===== config.mk =====
export PLATFORM = sky130hd
export DESIGN_NAME = segment_transition_ctl
export DESIGN_NICKNAME = d
export VERILOG_FILES = /design/src/rtl/segment_transition_ctl.sv
export SDC_FILE = /design/constraint.sdc
export NUM_CORES = 1
export LEC_CHECK = 0
export CAP_MARGIN = 25
export CORE_MARGIN = 2
export CORE_UTILIZATION = 53
export DETAILED_ROUTE_END_ITERATION = 16
export GPL_ROUTABILITY_DRIVEN = 1
export PLACE_DENSITY = 0.84
export SETUP_SLACK_MARGIN = 0.2
export SLEW_MARGIN = 20
export SYNTH_ARGS = -nofsm -noshare
export SYNTH_HDL_FRONTEND = slang
export SYNTH_SLANG_ARGS = --single-unit

===== constraint.sdc =====
create_clock -name clk -period 5.29 [get_ports clk]
set_clock_uncertainty 0.05 [all_clocks]
set_input_delay 1.058 -clock clk [delete_from_list [all_inputs] [get_ports clk]]
set_output_delay 1.058 -clock clk [all_outputs]
set_load 0.1 [all_outputs]

===== src/rtl/segment_transition_ctl.sv =====
// ---------------------------------------------------------------------------------------------
// segment_transition_ctl
//
// Segment sequencer shared by the modulation and STM paths. Holds the playback state of
// NUM_SEGMENTS sample buffers, advances the sample index on each STEP pulse, counts loop
// repetitions and switches between segments according to a latched transition request.
// It sits between the settings latch and the BRAM read port.
//
// Ports
//   clk              system clock
//   rst              synchronous, active-high reset
//   update           1-cycle pulse: latch req_segment / transition_mode / transition_value
//   req_segment      requested segment
//   transition_mode  0x00 SYNC_IDX, 0x01 SYS_TIME, 0x02 GPIO, 0xF0 EXT, 0xFF IMMEDIATE
//   transition_value SYS_TIME target (64b unsigned) or GPIO line select (bits 1:0)
//   cycle_all        per-segment last sample index, segment k at [k*IDX_W +: IDX_W]
//   rep_all          per-segment loop count minus 1, segment k at [k*REP_W +: REP_W];
//                    all-ones means loop forever
//   sys_time         synchronised system time
//   gpio_in          external triggers, already synchronised
//   step             sample-advance pulse from the frequency divider
//   segment          active segment
//   idx              current sample index
//   switch           1-cycle pulse on every segment switch
//   pending          a request is latched and waiting for its condition
//   stopped          finite repetitions exhausted, index held at the last sample
//   err              sticky: update seen with an undefined mode (cleared by rst)
// ---------------------------------------------------------------------------------------------
module segment_transition_ctl #(
    parameter int unsigned NUM_SEGMENTS = 2,
    parameter int unsigned SEG_W        = (NUM_SEGMENTS > 1) ? $clog2(NUM_SEGMENTS) : 1,
    parameter int unsigned IDX_W        = 15,
    parameter int unsigned REP_W        = 16,
    parameter int unsigned NUM_GPIO     = 4
) (
    input  logic                          clk,
    input  logic                          rst,
    input  logic                          update,
    input  logic [SEG_W-1:0]              req_segment,
    input  logic [7:0]                    transition_mode,
    input  logic [63:0]                   transition_value,
    input  logic [NUM_SEGMENTS*IDX_W-1:0] cycle_all,
    input  logic [NUM_SEGMENTS*REP_W-1:0] rep_all,
    input  logic [63:0]                   sys_time,
    input  logic [NUM_GPIO-1:0]           gpio_in,
    input  logic                          step,
    output logic [SEG_W-1:0]              segment,
    output logic [IDX_W-1:0]              idx,
    output logic                          switch,
    output logic                          pending,
    output logic                          stopped,
    output logic                          err
);

    localparam logic [7:0] MODE_SYNC_IDX  = 8'h00;
    localparam logic [7:0] MODE_SYS_TIME  = 8'h01;
    localparam logic [7:0] MODE_GPIO      = 8'h02;
    localparam logic [7:0] MODE_EXT       = 8'hF0;
    localparam logic [7:0] MODE_IMMEDIATE = 8'hFF;

    // StStop is only entered with nothing pending; a request latched while stopped moves
    // to StWait with stopped_q still set, so playback stays frozen until the switch.
    typedef enum logic [1:0] {
        StRun,
        StWait,
        StStop
    } state_e;

    state_e             state_q, state_d;
    logic [SEG_W-1:0]   seg_q, seg_d;
    logic [IDX_W-1:0]   idx_q, idx_d;
    logic [IDX_W-1:0]   cur_cycle_q, cur_cycle_d;
    logic [REP_W-1:0]   cur_rep_q, cur_rep_d;
    logic [REP_W-1:0]   loop_cnt_q, loop_cnt_d;
    logic               stopped_q, stopped_d;
    logic               switch_q, switch_d;
    logic               err_q, err_d;
    logic               ext_armed_q, ext_armed_d;
    logic               pend_d;
    logic [SEG_W-1:0]   pend_seg_q, pend_seg_d;
    logic [7:0]         pend_mode_q, pend_mode_d;
    logic [63:0]        pend_value_q, pend_value_d;
    logic [NUM_GPIO-1:0] gpio_prev_q;

    // Combinational decode
    logic                upd_mode_ok;
    logic                upd_valid;
    logic                upd_bad;
    logic                upd_direct;
    logic                at_last;
    logic                wrap_evt;
    logic                rep_done;
    logic [NUM_GPIO-1:0] gpio_rise;
    logic                gpio_hit;
    logic                pend_cond;
    logic                fire_pend;
    logic                ext_fire;
    logic                sw_fire;
    logic                sw_arm;
    logic [SEG_W-1:0]    sw_target;
    logic [SEG_W-1:0]    next_seg;
    logic                latch_new;
    logic [IDX_W-1:0]    tgt_cycle;
    logic [REP_W-1:0]    tgt_rep;
    logic [IDX_W-1:0]    seg0_cycle;
    logic [REP_W-1:0]    seg0_rep;

    assign seg0_cycle = cycle_all[IDX_W-1:0];
    assign seg0_rep   = rep_all[REP_W-1:0];

    // ------------------------------------------------------------------ request decode
    always_comb begin
        upd_mode_ok = 1'b0;
        case (transition_mode)
            MODE_SYNC_IDX, MODE_SYS_TIME, MODE_GPIO, MODE_EXT, MODE_IMMEDIATE: upd_mode_ok = 1'b1;
            default: upd_mode_ok = 1'b0;
        endcase
        upd_valid  = update && upd_mode_ok;
        upd_bad    = update && !upd_mode_ok;
        // IMMEDIATE and EXT act at once unless a queued switch already owns this cycle.
        upd_direct = upd_valid &&
                     ((transition_mode == MODE_IMMEDIATE) || (transition_mode == MODE_EXT));
    end

    // ------------------------------------------------------------------ playback events
    always_comb begin
        at_last  = (idx_q == cur_cycle_q);
        wrap_evt = step && !stopped_q && at_last;
        rep_done = wrap_evt && (loop_cnt_q == cur_rep_q) && (cur_rep_q != {REP_W{1'b1}});

        gpio_rise = gpio_in & ~gpio_prev_q;
        gpio_hit  = 1'b0;
        for (int g = 0; g < NUM_GPIO; g++) begin
            if ((g < 4) && (pend_value_q[1:0] == 2'(g))) begin
                gpio_hit = gpio_rise[g];
            end
        end

        if (seg_q == SEG_W'(NUM_SEGMENTS - 1)) begin
            next_seg = '0;
        end else begin
            next_seg = seg_q + SEG_W'(1);
        end
    end

    // ------------------------------------------------------------------ switch condition
    always_comb begin
        pend_cond = 1'b0;
        case (pend_mode_q)
            // From a stopped segment any STEP counts as the sync point.
            MODE_SYNC_IDX:  pend_cond = step && (stopped_q || at_last);
            MODE_SYS_TIME:  pend_cond = (sys_time >= pend_value_q);
            MODE_GPIO:      pend_cond = gpio_hit;
            // Only reachable when an IMMEDIATE/EXT request collided with another switch.
            MODE_EXT:       pend_cond = 1'b1;
            MODE_IMMEDIATE: pend_cond = 1'b1;
            default:        pend_cond = 1'b0;
        endcase

        fire_pend = (state_q == StWait) && pend_cond;
        ext_fire  = ext_armed_q && wrap_evt;

        sw_target = seg_q;
        sw_arm    = 1'b0;
        if (fire_pend) begin
            sw_target = pend_seg_q;
            sw_arm    = (pend_mode_q == MODE_EXT);
        end else if (ext_fire) begin
            sw_target = next_seg;
            sw_arm    = 1'b1;
        end else if (upd_direct) begin
            sw_target = req_segment;
            sw_arm    = (transition_mode == MODE_EXT);
        end
        sw_fire = fire_pend || ext_fire || upd_direct;

        // A new request that arrives while a queued switch executes waits its turn.
        latch_new = upd_valid && (fire_pend || ext_fire || !upd_direct);
    end

    // ------------------------------------------------------------------ target slice select
    always_comb begin
        tgt_cycle = seg0_cycle;
        tgt_rep   = seg0_rep;
        for (int k = 0; k < NUM_SEGMENTS; k++) begin
            if (sw_target == SEG_W'(k)) begin
                tgt_cycle = cycle_all[k*IDX_W +: IDX_W];
                tgt_rep   = rep_all[k*REP_W +: REP_W];
            end
        end
    end

    // ------------------------------------------------------------------ next state
    always_comb begin
        seg_d        = seg_q;
        idx_d        = idx_q;
        cur_cycle_d  = cur_cycle_q;
        cur_rep_d    = cur_rep_q;
        loop_cnt_d   = loop_cnt_q;
        stopped_d    = stopped_q;
        ext_armed_d  = ext_armed_q;
        switch_d     = 1'b0;
        err_d        = err_q || upd_bad;
        pend_d       = (state_q == StWait);
        pend_seg_d   = pend_seg_q;
        pend_mode_d  = pend_mode_q;
        pend_value_d = pend_value_q;

        if (sw_fire) begin
            // A switch swallows a coincident STEP: the new segment starts at index 0.
            seg_d       = sw_target;
            idx_d       = '0;
            cur_cycle_d = tgt_cycle;
            cur_rep_d   = tgt_rep;
            loop_cnt_d  = '0;
            stopped_d   = 1'b0;
            ext_armed_d = sw_arm;
            switch_d    = 1'b1;
            pend_d      = 1'b0;
        end else if (step && !stopped_q) begin
            if (at_last) begin
                if (loop_cnt_q != {REP_W{1'b1}}) begin
                    loop_cnt_d = loop_cnt_q + 1'b1;
                end
                if (rep_done) begin
                    stopped_d = 1'b1;  // hold on the last sample, no wrap to 0
                end else begin
                    idx_d = '0;
                end
            end else begin
                idx_d = idx_q + 1'b1;
            end
        end

        if (latch_new) begin
            pend_seg_d   = req_segment;
            pend_mode_d  = transition_mode;
            pend_value_d = transition_value;
            pend_d       = 1'b1;
            ext_armed_d  = 1'b0;
        end

        if (pend_d) begin
            state_d = StWait;
        end else if (stopped_d) begin
            state_d = StStop;
        end else begin
            state_d = StRun;
        end
    end

    // ------------------------------------------------------------------ state registers
    always_ff @(posedge clk) begin
        if (rst) begin
            state_q      <= StRun;
            seg_q        <= '0;
            idx_q        <= '0;
            cur_cycle_q  <= seg0_cycle;
            cur_rep_q    <= seg0_rep;
            loop_cnt_q   <= '0;
            stopped_q    <= 1'b0;
            switch_q     <= 1'b0;
            err_q        <= 1'b0;
            ext_armed_q  <= 1'b0;
            pend_seg_q   <= '0;
            pend_mode_q  <= '0;
            pend_value_q <= '0;
            gpio_prev_q  <= '0;
        end else begin
            state_q      <= state_d;
            seg_q        <= seg_d;
            idx_q        <= idx_d;
            cur_cycle_q  <= cur_cycle_d;
            cur_rep_q    <= cur_rep_d;
            loop_cnt_q   <= loop_cnt_d;
            stopped_q    <= stopped_d;
            switch_q     <= switch_d;
            err_q        <= err_d;
            ext_armed_q  <= ext_armed_d;
            pend_seg_q   <= pend_seg_d;
            pend_mode_q  <= pend_mode_d;
            pend_value_q <= pend_value_d;
            gpio_prev_q  <= gpio_in;
        end
    end

    assign segment = seg_q;
    assign idx     = idx_q;
    assign switch  = switch_q;
    assign pending = (state_q == StWait);
    assign stopped = stopped_q;
    assign err     = err_q;

endmodule


==> impl_metrics.py, run 1 <==
metrics = {
    "synth": {
        "synth_cell_types": 67,
        "synth_area_um2": 8229,
        "synthCells": 925,
        "syn_area_per_cell_um2": 8.896,
        "synth_warnings": 0,
        "async_flop_share_pct": 0,
        "yosys_register_bits": 146,
        "synth_fp_nets": 1198,
        "synth_seq_area_share_pct": 39.29,
        "synth_edf_count": 31,
        "synth-main-ff-cell": "dfxtp_1",
    },
    "route": {
        "firstDrtPassIters": 6,
        "wl_per_cell_um": 16.30,
        "drc": 0,
        "wirelength_um": 21780,
        "post_drt_via_cell_ratio": 5.644,
        "antenna_left": 0,
        "drtIter0Drc": 639,
        "num_vias": 7540,
    },
    "clocking": {
        "tritoncts": "yes",
        "clk_latency_ns": 0.43,
        "path_clk_slew_ns": 0.06,
        "cts_max_path_buffers": 2,
        "postCtsHoldBufs": 0,
        "clockRootBuffer": "clkbuf_16",
        "cts_post_setup_buffers_inserted": 0,
        "cts_resized": 0,
        "numClockSinks": 146,
        "cts_buffers": 17,
        "htreeDepth": 4,
    },
    "cells_and_area": {
        "diodes": 0,
        "layout-drive-gt1-share_pct": 7.230,
        "fillers": 1127,
        "nets": 1408,
        "final_cell_mix": "clkdlybuf4s50_1 (225), dfxtp_1 (115), a21oi_1 (96)",
        "layout_commonest_cell": "clkdlybuf4s50_1",
        "area_growth_pct": 36.23,
    },
    "global_route": {
        "grt_pass1_vias": 7173,
        "grt_pass1_wl_um": 34530,
        "grtUsageMet2_pct": 43.80,
        "grt_util_met3_pct": 6.528,
        "antenna_found_initial": 2,
        "gr-usage-met1_pct": 32.79,
        "grt.total_usage_pct": 26.19,
        "gr-total-overflow": 0,
        "grt_max_degree": 69,
        "grt-busiest-layer": "met2",
    },
    "power_and_ir_drop": {
        "p_int_mw": 2.238,
        "ir_worst_vdd_uv": 233.8,
        "comb_power_share_pct": 11.3,
        "power.switching_mw": 0.6067,
        "p_sw_share_pct": 21.32,
        "clockPowerShare_pct": 47.5,
        "p_per_area_nw_per_um2": 253.8,
        "seq_power_share_pct": 41.2,
        "leakagePower_nw": 4.010,
    },
    "sta": {
        "hold_viol_final": 0,
        "max_freq_mhz": 228.1,
        "hold_ws_ns": 0.4245,
        "rsz0062_at_grt": "false",
        "final.setup.tns_ns": 0,
        "drv_slew": 0,
        "slew_headroom_pct": 30.15,
        "min_period_ns": 4.383,
        "setup_slack_ns": 0.9068,
        "fin_crit_sh_pct": 82.86,
        "setup_viol": 0,
        "tightest_slew_ns": 1.044,
    },
    "critical_path": {
        "critPathKind": "in2reg",
        "worstRegToRegCells": 11,
        "critPathCapture": "pend_value_q[3]",
        "reg2reg_setup_slack_ns": 1.61,
        "r2r_start": "pend_value_q[55]",
        "reg2reg_to": "pend_value_q[3]",
        "arrival_ns": 4.61,
        "crit_fanout": 48,
        "worstSetupStartpoint": "sys_time[55]",
        "cp-end-kind": "register",
        "crit_path_start_kind": "input port",
        "critPathRequiredTime_ns": 5.52,
    },
    "floorplan": {
        "die_area_um2": 16540,
        "die_x_um": 128.6,
        "rows": 45,
        "start_util_pct": 54.13,
        "core-area_um2": 15200,
        "die_h_um": 128.6,
        "ios": 227,
    },
    "placed_design": {
        "place_hpwl_um": 15890,
        "io_buffers": 226,
        "gp_congestion": 0.8783,
        "pre_cts_slack_ns": 0.5310,
    },
    "min_path": {
        "hp-class": "reg2reg",
    },
    "run": {
        "max_cap_viol_count": 0,
    },
    "status": {
        "status": "complete, no violations",
    },
}
[worst max-delay path, stage by stage]
cell	delay [ns]
clkdlybuf4s50_1	0.41
ha_1	0.34
a2111oi_2	0.37
nand2_1	0.09
o211a_1	0.25
a2111oi_4	0.38
a21oi_2	0.15
or4_2	1.00
buf_12	0.31
nand3_1	0.11
a21oi_1	0.11
[stage by stage]
step                area, um2  instances  utilization (%)  power (mW)
global placement        10550       1304            69.37       1.509
floorplan                8229        925                -       1.318
finish                  11210       1336            73.74       2.845
global route            11210       1336            73.74       2.942
detailed placement      10550       1304            69.37       1.517
CTS                     11210       1336            73.74       2.859
[final cells by class]
type                            instances  area, um2  area share, %
Clock inverter                         14      236.5          2.109
Clock buffer                           18      429.2          3.828
Timing Repair Buffer                  235       2350          20.96
Sequential cell                       146       3233          28.84
Inverter                               81      304.0          2.712
Multi-Input combinational cell        654       4423          39.45
Tap cell                              188      235.2          2.098
[power groups by stage]
stage,sequential [mW],combinational [mW],clock (mW)
finish,1.17,0.321,1.35
global route,1.17,0.348,1.42
global placement,1.20,0.312,0
detailed placement,1.20,0.319,0
CTS,1.17,0.322,1.36
floorplan,1.21,0.113,0
[registers in the layout, summed over array words and instances (netlist names)]
signal	count
ext_armed_q	1
loop_cnt_q	16
stopped	1
gpio_prev_q	4
segment	1
idx	15
err	1
cur_cycle_q	15
pend_value_q	64
pend_seg_q	1
switch	1
pend_mode_q	8
cur_rep_q	16
state_q	2
[layer usage]
| metal | wire (um) | vias up |
|---|---|---|
| li1 | - | 3712 |
| met1 | 9071 | 3497 |
| met2 | 10560 | 278 |
| met3 | 1598 | 49 |
| met4 | 528 | 4 |
| met5 | 21 | - |
[logic make-up after synthesis]
group           Yosys count  share of synthesized area [%]
compound gates          216                          14.95
buf+inv                 125                          7.207
simple gates            280                          17.73
xor+xnor                 57                          6.066
fa+ha+maj                66                          10.03
mux                      35                          4.729
flops                   146                          39.29
[synthesized netlist by cell type (2+ instances only)]
| master | n | area [um2] |
|---|---|---|
| o21ai_1 | 17 | 85.08 |
| nand4b_1 | 2 | 17.52 |
| nor2b_1 | 5 | 31.28 |
| xnor2_1 | 16 | 140.1 |
| ha_1 | 66 | 825.8 |
| edfxtp_1 | 31 | 930.9 |
| nand4_1 | 30 | 187.7 |
| mux2i_1 | 4 | 40.04 |
| a21oi_2 | 2 | 17.52 |
| clkbuf_1 | 17 | 63.81 |
| buf_4 | 2 | 15.01 |
| buf_2 | 2 | 10.01 |
| buf_6 | 10 | 112.6 |
| a21o_1 | 4 | 30.03 |
| or3_1 | 2 | 12.51 |
| o211ai_1 | 2 | 15.01 |
| or4_1 | 5 | 37.54 |
| nor2_1 | 55 | 206.5 |
| mux2_1 | 3 | 33.78 |
| inv_1 | 80 | 300.3 |
| and4_1 | 5 | 43.79 |
| xor2_1 | 41 | 359.1 |
| mux2_2 | 28 | 315.3 |
| and2_1 | 2 | 12.51 |
| nand2_1 | 31 | 116.4 |
| and3_1 | 2 | 12.51 |
| a221oi_1 | 3 | 26.28 |
| clkbuf_2 | 4 | 20.02 |
| nor3_1 | 15 | 75.07 |
| nor4_1 | 12 | 75.07 |
| buf_8 | 3 | 45.04 |
| o311ai_0 | 2 | 17.52 |
| dfxtp_1 | 115 | 2302 |
| a31oi_1 | 3 | 18.77 |
| buf_1 | 6 | 22.52 |
| nand3_1 | 91 | 455.4 |
| nand2b_1 | 13 | 81.33 |
| o21ai_0 | 68 | 340.3 |
| a21oi_1 | 96 | 480.5 |
| nand3b_1 | 3 | 22.52 |
[how the worst min path moves through the flow]
stage	start	cells after the start	to	slack, ns
6_report	pend_value_q[36]	2	pend_value_q[36]	0.42
5_1_grt	pend_value_q[28]	2	pend_value_q[28]	0.44
4_1_cts	pend_value_q[40]	2	pend_value_q[40]	0.42
3_5_place_dp	pend_value_q[2]	2	pend_value_q[2]	0.42
3_3_place_gp	pend_value_q[63]	2	pend_value_q[63]	0.41
2_1_floorplan	pend_mode_q[6]	2	pend_mode_q[6]	0.40
(Power assumes the default switching activity.)
==> run 2: changes to the inputs <==
- CORE_UTILIZATION: 53 -> 44
- PLACE_DENSITY: 0.84 -> 0.74
- clock period: 5.29 -> 3.85 ns (I/O delays scaled with it)
==> run 2 against run 1 <==
  * Final area up 6.3%
  * Largest cell class unchanged
  * Non-clock buffer count up 40
  * Core utilization down 9.4 points
  * Setup slack worse by 0.63 ns
==> impl_metrics.py, run 2 (synthesized netlist as in run 1, its figures left out) <==
metrics = {
    "power_and_ir_drop": {
        "leakagePower_nw": 4.418,
        "seq_power_share_pct": 41.0,
        "p_int_mw": 3.043,
        "p_per_area_nw_per_um2": 329.5,
        "power.switching_mw": 0.8848,
        "comb_power_share_pct": 12.1,
        "clockPowerShare_pct": 46.9,
        "ir_worst_vdd_uv": 364.0,
        "power_mw": 3.928,
        "p_sw_share_pct": 22.52,
    },
    "global_route": {
        "antenna_found_initial": 2,
        "grt_max_degree": 58,
        "grt.total_usage_pct": 22.39,
        "gr-total-overflow": 0,
        "grt_pass1_vias": 7212,
        "grt_pass1_wl_um": 35310,
    },
    "route": {
        "drtIter0Drc": 403,
        "firstDrtPassIters": 5,
        "num_vias": 7736,
        "drc": 0,
        "antenna_left": 0,
        "wl_per_cell_um": 16.17,
        "post_drt_via_cell_ratio": 5.436,
        "wirelength_um": 23010,
    },
    "cells_and_area": {
        "regMostFlops": "pend_value_q",
        "largest_registers": "pend_value_q (64), cur_rep_q (16), loop_cnt_q (16)",
        "nets": 1448,
        "final_cell_mix": "clkdlybuf4s50_1 (210), dfxtp_1 (115), a21oi_1 (96)",
        "fin_util_pct": 64.37,
        "layout_commonest_cell": "clkdlybuf4s50_1",
        "largest_reg_flops": 64,
        "layout-drive-gt1-share_pct": 12.04,
        "area_growth_pct": 44.85,
        "fin_area_um2": 11920,
        "stdcell_count": 1423,
    },
    "status": {
        "status": "complete, no violations",
    },
    "floorplan": {
        "die_area_um2": 19810,
        "die_h_um": 140.8,
        "die_x_um": 140.8,
        "core-area_um2": 18520,
        "start_util_pct": 44.44,
        "ios": 227,
        "rows": 50,
    },
    "placed_design": {
        "gp_congestion": 0.8509,
        "pre_cts_slack_ns": -0.2930,
        "place_hpwl_um": 16780,
        "postPlaceCellArea_um2": 10880,
        "dp.cells": 1382,
        "io_buffers": 226,
    },
    "sta": {
        "tightest_slew_ns": 1.057,
        "hold_viol_final": 0,
        "drv_slew": 0,
        "setup_viol": 0,
        "min_period_ns": 3.573,
        "slew_headroom_pct": 29.32,
        "fin_crit_sh_pct": 92.80,
        "rsz0062_at_grt": "false",
        "setup_slack_ns": 0.2772,
        "max_freq_mhz": 279.9,
    },
    "clocking": {
        "tritoncts": "yes",
        "path_clk_slew_ns": 0.06,
        "postCtsHoldBufs": 0,
        "clk_latency_ns": 0.42,
        "cts_max_path_buffers": 2,
        "htreeDepth": 4,
        "clockRootBuffer": "clkbuf_16",
        "numClockSinks": 146,
        "cts_buffers": 17,
    },
    "critical_path": {
        "critPathKind": "in2reg",
        "cp-end-kind": "register",
        "arrival_ns": 3.70,
        "crit_path_start_kind": "input port",
        "critPathRequiredTime_ns": 3.97,
        "crit_fanout": 6,
    },
    "min_path": {
        "hp-class": "reg2reg",
    },
    "run": {
        "max_cap_viol_count": 0,
    },
}
-- run 2: cell types whose count changed in the layout (fill, tap and decap cells not counted), sizes merged, moves of 2 or more --
cell           previous run  this run
buf                      10        49
clkdlybuf4s50           225       210
clkinv                    6         4
dlymetal6s2s              0        14
inv                      81        84
-- run 2: what timing repair did --
action | in CTS | in global routing
buffers inserted | 0 | 5
endpoints found under the setup margin | 44 | 122
gates resized for setup | 3 | 53
cloned | 0 | 3
pin swaps | 0 | 32
-- run 2: critical path, stage by stage --
cell,delay (ns)
clkdlybuf4s50_1,0.43
ha_1,0.32
nand4_1,0.13
buf_4,0.13
inv_1,0.04
a221oi_2,0.30
o211ai_1,0.18
o2111a_1,0.30
o31ai_1,0.23
buf_4,0.16
a21oi_4,0.05
buf_12,0.18
clkbuf_16,0.16
mux2_4,0.30
-- run 2: routing by layer --
metal	wire (um)	track usage, %	share of wire (%)	vias to the layer above
met2	10880	36.79	47	276
met1	9970	28.71	43	3601
met3	1512	5.163	6.6	48
met4	638	8.684	2.8	2
met5	13	0	0.056	-
li1	-	-	-	3809
-- run 2: worst paths after layout --
check / startpoint / to / slack [ns] / cells after the start
max: sys_time[29] / cur_cycle_q[9] / 0.28 / 14
min: pend_value_q[3] / pend_value_q[3] / 0.42 / 2
max reg2reg: pend_mode_q[2] / cur_rep_q[6] / 0.57 / 10
min reg2reg: pend_value_q[3] / pend_value_q[3] / 0.42 / 2
-- run 2: area by class of cell --
type | instances | area [um2]
clock inverter | 15 | 230.2
clock buffer | 17 | 425.4
timing repair buffer | 275 | 2799
inverter | 81 | 304.0
multi-input combinational | 654 | 4633
antenna | 1 | 2.502
sequential | 146 | 3233
fill | 1543 | 6598
tap | 234 | 292.8
-- run 2: through the flow --
stage	setup TNS [ns]	hold slack, ns
2_1_floorplan	0	0.3996
3_3_place_gp	-22.47	0.4118
3_5_place_dp	-26.59	0.4167
4_1_cts	0	0.4257
5_1_grt	0	0.4447
6_report	0	0.4249
-- run 2: power by group through the flow --
| stage | sequential, mW | combinational, mW | clock (mW) |
|---|---|---|---|
| after CTS | 1.61 | 0.456 | 1.87 |
| after detailed placement | 1.64 | 0.449 | 0 |
| after global routing | 1.61 | 0.516 | 1.93 |
| after floorplan | 1.66 | 0.155 | 0 |
| final | 1.61 | 0.475 | 1.84 |
| after global placement | 1.64 | 0.440 | 0 |
